[src/rtl/vga_timing_rx.sv]
// vga_timing_rx: recovers hcount/vcount from a VGA sync stream, measures geometry and tracks lock.
module vga_timing_rx #(
  parameter int CNT_W = 11,
  parameter int LOCK_FRAMES = 2
) (
  input  logic             clk,
  input  logic             rst,
  input  logic             hsync_in,
  input  logic             vsync_in,
  input  logic             hblnk_in,
  input  logic             vblnk_in,
  output logic [CNT_W-1:0] hcount_out,
  output logic [CNT_W-1:0] vcount_out,
  output logic [CNT_W-1:0] h_total,
  output logic [CNT_W-1:0] h_active,
  output logic [CNT_W-1:0] hsync_len,
  output logic [CNT_W-1:0] v_total,
  output logic [CNT_W-1:0] v_active,
  output logic             locked,
  output logic             timing_err
);
  typedef enum logic [1:0] {SEARCH, MEASURE, TRACK, LOCK} state_t;
  localparam logic [CNT_W-1:0] ONES = '1;
  localparam logic [3:0] LOCK_N = 4'(LOCK_FRAMES);

  function automatic logic [CNT_W-1:0] inc(input logic [CNT_W-1:0] x);
    return (x == ONES) ? x : x + 1'b1;
  endfunction

  function automatic logic [CNT_W-1:0] ext(input logic b);
    return {{(CNT_W-1){1'b0}}, b};
  endfunction

  state_t state, state_nxt;
  logic s1_hs, s1_vs, s1_hb, s1_vb, s2_hb, s2_vb;
  logic line_start, frame_start, seen, ovf, first_line, frame_bad;
  logic line_mis, vs_bad, same, frame_ok, load, m_clr, m_inc, err;
  logic [3:0] match;
  logic [CNT_W-1:0] line_cnt, act_cnt, sync_cnt, ref_t, ref_a, ref_s, v_cnt, va_cnt;
  logic [CNT_W-1:0] m_ht, m_ha, m_hs;

  always_ff @(posedge clk) begin
    if (rst) begin
      {s1_hs, s1_vs, s1_hb, s1_vb, s2_hb, s2_vb} <= '0;
    end else begin
      {s1_hs, s1_vs, s1_hb, s1_vb} <= {hsync_in, vsync_in, hblnk_in, vblnk_in};
      {s2_hb, s2_vb} <= {s1_hb, s1_vb};
    end
  end

  assign line_start  = s2_hb & !s1_hb;
  assign frame_start = line_start & s2_vb & !s1_vb;
  // vsync outside vertical blank means the stream itself is malformed
  assign vs_bad      = s1_vs & !s1_vb;

  always_ff @(posedge clk) begin
    if (rst) begin
      seen       <= 1'b0;
      hcount_out <= '0;
      vcount_out <= '0;
    end else begin
      seen       <= seen | line_start;
      hcount_out <= line_start ? '0 : seen ? inc(hcount_out) : hcount_out;
      vcount_out <= frame_start ? '0 : line_start ? inc(vcount_out) : vcount_out;
    end
  end

  always_ff @(posedge clk) begin
    if (rst) begin
      line_cnt <= '0;
      act_cnt  <= '0;
      sync_cnt <= '0;
      ovf      <= 1'b0;
    end else begin
      line_cnt <= line_start ? ext(1'b1) : inc(line_cnt);
      act_cnt  <= line_start ? ext(!s1_hb) : s1_hb ? act_cnt : inc(act_cnt);
      sync_cnt <= line_start ? ext(s1_hs) : s1_hs ? inc(sync_cnt) : sync_cnt;
      ovf      <= !line_start & (ovf | (line_cnt == ONES));
    end
  end

  assign line_mis = line_start & (ovf | (!first_line &
                    ((line_cnt != ref_t) | (act_cnt != ref_a) | (sync_cnt != ref_s))));

  always_ff @(posedge clk) begin
    if (rst) begin
      first_line <= 1'b1;
      frame_bad  <= 1'b0;
      {ref_t, ref_a, ref_s} <= '0;
    end else begin
      if (line_start && first_line && !frame_start)
        {ref_t, ref_a, ref_s} <= {line_cnt, act_cnt, sync_cnt};
      first_line <= frame_start | (first_line & !line_start);
      frame_bad  <= frame_start ? vs_bad : frame_bad | vs_bad | line_mis;
    end
  end

  always_ff @(posedge clk) begin
    if (rst) begin
      v_cnt  <= '0;
      va_cnt <= '0;
    end else begin
      v_cnt  <= frame_start ? ext(1'b1) : line_start ? inc(v_cnt) : v_cnt;
      va_cnt <= frame_start ? ext(!s1_vb) : (line_start & !s1_vb) ? inc(va_cnt) : va_cnt;
    end
  end

  // a single-line frame never latched a reference, so its only line stands in
  assign m_ht = first_line ? line_cnt : ref_t;
  assign m_ha = first_line ? act_cnt  : ref_a;
  assign m_hs = first_line ? sync_cnt : ref_s;
  assign same = {m_ht, m_ha, m_hs, v_cnt, va_cnt} == {h_total, h_active, hsync_len, v_total, v_active};
  assign frame_ok = !frame_bad & !line_mis & same;

  always_comb begin
    state_nxt = state;
    load      = 1'b0;
    m_clr     = 1'b0;
    m_inc     = 1'b0;
    err       = 1'b0;
    case (state)
      SEARCH:  if (frame_start) state_nxt = MEASURE;
      MEASURE: if (frame_start) begin
        load      = 1'b1;
        m_clr     = 1'b1;
        state_nxt = TRACK;
      end
      TRACK:   if (frame_start) begin
        load  = 1'b1;
        m_inc = frame_ok;
        m_clr = !frame_ok;
        if (frame_ok && match + 4'd1 == LOCK_N) state_nxt = LOCK;
      end
      LOCK: begin
        load  = frame_start;
        err   = line_mis | (frame_start & !frame_ok);
        m_clr = err;
        if (err) state_nxt = TRACK;
      end
    endcase
  end

  always_ff @(posedge clk) begin
    if (rst) begin
      state      <= SEARCH;
      match      <= '0;
      timing_err <= 1'b0;
      {h_total, h_active, hsync_len, v_total, v_active} <= '0;
    end else begin
      state      <= state_nxt;
      match      <= m_clr ? 4'd0 : m_inc ? match + 4'd1 : match;
      timing_err <= err;
      if (load) {h_total, h_active, hsync_len, v_total, v_active} <= {m_ht, m_ha, m_hs, v_cnt, va_cnt};
    end
  end

  assign locked = state == LOCK;
endmodule

[config.mk]
export PLATFORM = sky130hd
export DESIGN_NAME = vga_timing_rx
export DESIGN_NICKNAME = d
export VERILOG_FILES = /design/src/rtl/vga_timing_rx.sv
export SDC_FILE = /design/constraint.sdc
export NUM_CORES = 1
export LEC_CHECK = 0
export CORE_ASPECT_RATIO = 1.2
export CORE_MARGIN = 1.5
export CORE_UTILIZATION = 30
export DETAILED_ROUTE_END_ITERATION = 12
export DONT_BUFFER_PORTS = 1
export MAX_ROUTING_LAYER = met4
export PLACE_DENSITY = 0.55
export SLEW_MARGIN = 20
export SYNTH_ARGS = -nofsm -noshare
export SYNTH_HDL_FRONTEND = slang
export SYNTH_SLANG_ARGS = --single-unit
export TNS_END_PERCENT = 20
[constraint.sdc]
create_clock -name clk -period 2.9 [get_ports clk]
set_input_delay 0.58 -clock clk [delete_from_list [all_inputs] [get_ports clk]]
set_output_delay 0.58 -clock clk [all_outputs]
set_load 0.05 [all_outputs]
==> Yosys cells after proc, flatten, opt, wreduce, memory -nomap -nowiden <==
Cells that the tools add are included.
{ "totals": {"output_inout_bits": 79, "register_bits": 182, "inputBits": 6, "word_cells": 157} }
{ "op_classes": {"n_reduce_logical": 31, "bitwise": 29, "muxes": 30, "addsub": 8, "eq_ne": 26} }
{ "ops": {"columns": ["op", "count"], "rows": [
  ["$add 11x1->11 const B", 7],
  ["$eq 11x11->1 const B", 7],
  ["$eq 55x55->1", 1],
  ["$mux 11", 3],
  ["$ne 11x11->1", 3],
  ["$reduce_and 2->1", 10],
  ["$mux 1", 19],
  ["$ne 2x2->1 const B", 9],
  ["$and 1x1->1", 12],
  ["$mux 2", 5],
  ["$reduce_or 2->1", 5],
  ["$or 1x1->1", 9],
  ["$logic_not 1->1", 8],
  ["$not 1->1", 8],
  ["$pmux 2 s4", 1],
  ["$reduce_bool 2->1", 3],
  ["$reduce_and 5->1", 1],
  ["$add 4x1->4 const B", 1],
  ["$eq 2x2->1 const B", 2],
  ["$eq 4x2->1 const B", 1],
  ["$ne 2x1->1 const B", 2],
  ["$logic_and 1x1->1", 3],
  ["$pmux 1 s3", 1],
  ["$eq 2x1->1 const B", 1],
  ["other kinds (2)", 2]
]} }

==> Longest topological paths before layout <==
{ "depth": {"word_depth": 14, "depth_mapped": 10, "ltp_nobuf": 8} }

==> Least setup slack after synthesis <==
No wires, ideal clock.
{ "synth_path": {"path_kind": "register to register", "startpoint": "reg v_active[2]", "endpoint": "reg match[0]", "stages_incl_launch_ff": 9, "setup_ps": 86, "slack_ps": 91, "t_arrival_ps": 2723, "required_time_ps": 2814, "n_path_buf": 1, "period_less_slack_ps": 2809, "cell_sequence": "dfxtp_1 -> xor2_2 -> nor4_2 -> nand4_1 -> or4_1 -> or3_1 -> buf_2 -> or3_1 -> a211oi_1"} }
{ "synth_between": {"elab_chain_len": 7, "word_cells_on_any_way": 10, "classes_between": "eq/ne: 1; mux: 4; bitwise: 3; reduce/logical: 2"} }
{ "synth_rtl": {"columns": ["element", "line", "rtl"], "rows": [
  ["start, declared", "18", "output logic [CNT_W-1:0] v_active,"],
  ["start signal, assigned", "153", "if (load) {h_total, h_active, hsync_len, v_total, v_active} <= {m_ht, m_ha, m_hs, v_cnt, va_cnt};"],
  ["$eq 55x55->1 *", "112", "assign same = {m_ht, m_ha, m_hs, v_cnt, va_cnt} == {h_total, h_active, hsync_len, v_total, v_active};"],
  ["$and 1x1->1 *", "113", "assign frame_ok = !frame_bad & !line_mis & same;"],
  ["$logic_not 1->1", "131, 136", null],
  ["$and 1x1->1", "136", "err = line_mis | (frame_start & !frame_ok);"],
  ["$or 1x1->1", "136", null],
  ["$pmux 1 s3", "121", "case (state)"],
  ["$reduce_or 2->1 (no source line)", null, null],
  ["end signal, assigned", "151", "match <= m_clr ? 4'd0 : m_inc ? match + 4'd1 : match;"],
  ["end, declared", "38", "logic [3:0] match;"]
]} }
Mark *: on every way between the ends. The rest lies on a longest branch, timed or not.
A chain may end at the register's enable or synchronous reset.

==> Worst setup path after layout <==
{ "layout_path": {"startpoint": "reg first_line", "endpoint": "reg match[3]"} }
{ "layout_between": {"elab_chain_len": 12, "word_cells_on_any_way": 19, "classes_between": "eq/ne: 1; mux: 7; bitwise: 7; reduce/logical: 4"} }
{ "layout_rtl": {"columns": ["element", "line", "rtl"], "rows": [
  ["start, declared", "36", "logic line_start, frame_start, seen, ovf, first_line, frame_bad;"],
  ["start signal, assigned", "93", "first_line <= frame_start | (first_line & !line_start);"],
  ["$logic_not 1->1", "82", "assign line_mis = line_start & (ovf | (!first_line &"],
  ["$and 1x1->1", "82", null],
  ["$or 1x1->1", "82", null],
  ["$and 1x1->1", "82", null],
  ["$logic_not 1->1", "113", null],
  ["$and 1x1->1 (2 in series)", "113", null],
  ["$logic_not 1->1", "131, 136", null],
  ["$and 1x1->1", "136", null],
  ["$or 1x1->1", "136", null],
  ["$pmux 1 s3", "121", null],
  ["$reduce_or 2->1 (no source line)", null, null]
]} }
Several ways; a longest one is shown, not always the timed one.

==> flow_summary.yaml <==
floorplan:
  die_area_um2: 28900
  die_h_um: 186
  fp-row-count: 66
  floorplan.initialDensity_pct: 30.7
  boundaryPins: 85
  coreArea_um2: 27300
  die_x_um: 156
drt:
  dr.pass1.iters: 6
  average_routed_wire_per_standard_cell_um: 16.3
  post_drt_via_cell_ratio: 4.86
  drcViolationCount: 0
  detailroute.via_count: 6862
  initialDrtViolationCount: 502
  route.final.wire_length_um: 23100
  drt.antenna.violating_nets: 0
yosys:
  synthArstFlopShare_pct: 0
  postSynthRegisterBits: 182
  yosys_most_used_dff: "dfxtp_1"
  yosys.cell_types.count: 41
  synth_enable_flop_cells: 0
  post_synth_instance_area_um2: 8380
  synth_warnings: 0
  avgSynthCellArea_um2: 8.53
  mapped_nets: 997
  netlist_instances: 982
  seq_area_frac_synth_pct: 43.5
hold_path:
  timing.hold.worst_endpoint: "v_active[7]$_SDFFE_PP0P_"
  holdCritPathClass: "in2reg"
  worstHoldStart: "rst"
  min_path_cells: 1
sta:
  rsz0062_at_grt: "false"
  setup_viol: 0
  relSlewSlack_pct: 51.5
  hold_violation_count_in_the_final_report: 0
  finalSetupTns_ps: 0
  fmax_mhz: 354
  fin_worst_hold_slack_ps: 217
  report.final.slew_viol_count: 0
  worst_clock_skew_ps: 13.0
  post-route-period-util_pct: 97.5
  finalCriticalPeriod_ps: 2830
  worstMarginPinSlew_ps: 727
layout:
  fill_cells: 2809
  finish.instance_area_um2: 10200
  final_cell_utilization_of_the_core_pct: 37.3
  final_nets: 1076
  layout.cells.most_common: "dfxtp_1"
  most-common-layout-cells: "177 x dfxtp_1, 142 x nand2_1, 120 x buf_4"
  antennaDiodeCount: 0
  area_growth_syn_to_layout_pct: 21.2
  drive_gt1_share_pct: 16.8
critical_path:
  reg2reg_to: "match[3]$_SDFFE_PP0P_"
  crit_path_max_fanout: 12
  startpoint_type: "flip-flop"
  worst_r2r_startpoint: "first_line$_SDFF_PP1_"
  timing_worst_setup_path_type: "reg2reg"
  r2r_setup_slack_ps: 70
  cp.arrival_ps: 3150
  r2r_cells: 9
  critPathRequiredTime_ps: 3220
  worst_setup_path_end_kind: "flip-flop"
power:
  worst_ir_drop_vdd_mv: 0.349
  power.density_nw_per_um2: 498
  static_leak_nw: 4.03
  total_power_mw: 5.05
clock_tree:
  cts.sink_count: 182
  clk-insertion-delay-late_ps: 430
  cts.hold.buffers_added: 0
  cts_tree: "done"
  root_cell_of_the_clock_tree: "clkbuf_16"
  htreeDepth: 4
  postCtsSetupBuffers: 0
  cts-buffers-inserted: 17
  cts_max_path_buffers: 2
  cts.clk_slew.worst_paths_ps: 70
placed_design:
  hpwl_um: 16500
  place_area_um2: 9490
  numPortBuffers: 0
  routabilityCongestion: 0.835
grt:
  track_usage_pct: 16.7
  grt_remaining_overflow: 0
  grt_first_pass_wirelength_um: 36100
  vias_in_the_first_global_route: 6596
  antenna_found_initial: 0
  grt_max_degree: 109
run_status:
  run_status: "finished, final reports clean"
job:
  cap_viol_max_count: 0
-- cells in the mapped netlist (2+ instances only) --
| cell | n | area [um^2] |
|---|---|---|
| inv_1 | 14 | 52.6 |
| nand4_1 | 22 | 138 |
| nor3_1 | 11 | 55.1 |
| clkbuf_1 | 55 | 206 |
| a21oi_1 | 80 | 400 |
| nand3_1 | 18 | 90.1 |
| buf_2 | 2 | 10.0 |
| nor4_2 | 3 | 37.5 |
| o21ai_0 | 19 | 95.1 |
| xnor2_1 | 63 | 552 |
| dfxtp_1 | 182 | 3640 |
| nor2b_1 | 8 | 50.1 |
| ha_1 | 9 | 113 |
| mux2i_1 | 41 | 410 |
| o31a_1 | 2 | 17.5 |
| a211oi_1 | 40 | 300 |
| nor2_1 | 108 | 405 |
| xor2_1 | 73 | 639 |
| a41oi_1 | 2 | 17.5 |
| a21o_1 | 2 | 15.0 |
| and2_1 | 3 | 18.8 |
| or4_1 | 2 | 15.0 |
| a31oi_1 | 8 | 50.1 |
| or3_1 | 16 | 100 |
| nand2_1 | 142 | 533 |
| and4_1 | 3 | 26.3 |
| nor4_1 | 21 | 131 |
| buf_1 | 2 | 7.51 |
| nand2b_1 | 5 | 31.3 |
| and3_1 | 11 | 68.8 |
| buf_6 | 5 | 56.3 |
-- stage by stage --
stage | cells | worst slack (ps)
final | 1413 | 71.4
after global routing | 1413 | 3.12
after CTS | 1412 | 63.4
after detailed placement | 1381 | -15.4
after global placement | 1381 | 38.3
after floorplan | 982 | 91.2
-- worst max path at each step --
stage / endpoint / start / cells after the start
5_1_grt: match[3]$_SDFFE_PP0P_ / first_line$_SDFF_PP1_ / 8
3_5_place_dp: match[3]$_SDFFE_PP0P_ / first_line$_SDFF_PP1_ / 8
4_1_cts: match[3]$_SDFFE_PP0P_ / va_cnt[2]$_SDFFE_PP0P_ / 7
3_3_place_gp: match[2]$_SDFFE_PP0P_ / first_line$_SDFF_PP1_ / 8
6_report: match[3]$_SDFFE_PP0P_ / first_line$_SDFF_PP1_ / 9
2_1_floorplan: match[0]$_SDFFE_PP0P_ / v_active[2]$_SDFFE_PP0P_ / 8
-- metal layers --
metal  routed length, um  share of wire [%]  track usage [%]
met4                 512                2.2             5.83
met5                   0                  0                -
met1               10100                 44             19.1
met3                1120                4.9             4.00
met2               11300                 49             28.4
-- flip-flops by register name, summed over array words and instances (netlist names), 2 cells and up --
name,count
act_cnt,11
state,2
line_cnt,11
ref_t,11
v_total,11
hsync_len,11
h_active,11
hcount_out,11
va_cnt,11
h_total,11
sync_cnt,11
vcount_out,11
ref_s,11
ref_a,11
v_active,11
match,4
v_cnt,11
-- area by class of cell --
| class | count | area, um^2 | area share (%) |
|---|---|---|---|
| multi-input cells | 722 | 4480 | 44.1 |
| clock inverters | 13 | 121 | 1.20 |
| repair buffers | 124 | 986 | 9.71 |
| well taps | 340 | 425 | 4.19 |
| inverters | 14 | 52.6 | 0.517 |
| flip-flops and latches | 182 | 3650 | 35.9 |
| clock buffers | 18 | 439 | 4.32 |
-- worst max-delay path, stage by stage, from the launching register on --
cell      delay [ps]
dfxtp_2          420
buf_12           190
mux2i_1          330
xnor2_1          100
nor4_1           270
buf_4            160
nand4_1          140
or3_1            450
or3_1            380
a211oi_1         280
-- logic make-up (layout without fill, tap and decap cells) --
group | after synthesis | in the layout | share of synthesized area [%]
adder cells (fa/ha/maj) | 9 | 9 | 1.34
flip-flops | 182 | 182 | 43.5
buffers and inverters | 78 | 169 | 3.97
multiplexers | 41 | 41 | 4.90
AO/OA/AOI/OAI | 159 | 159 | 11.3
XOR/XNOR | 137 | 137 | 14.4
AND/OR/NAND/NOR | 376 | 376 | 20.6
-- power by group --
group	switching [mW]	leakage (nW)	internal, mW
registers	0.0235	1.47	2.52
logic	0.157	2.29	0.114
clock network	1.03	0.274	1.21
total	1.21	4.03	3.85
-- what timing repair did --
item | CTS | global route
endpoints found under the setup margin | 1 | 3
gates resized for setup | 1 | 17
gates cloned | 0 | 1
pin swaps | 0 | 1
Note: power is estimated with default switching activity, not from simulation.
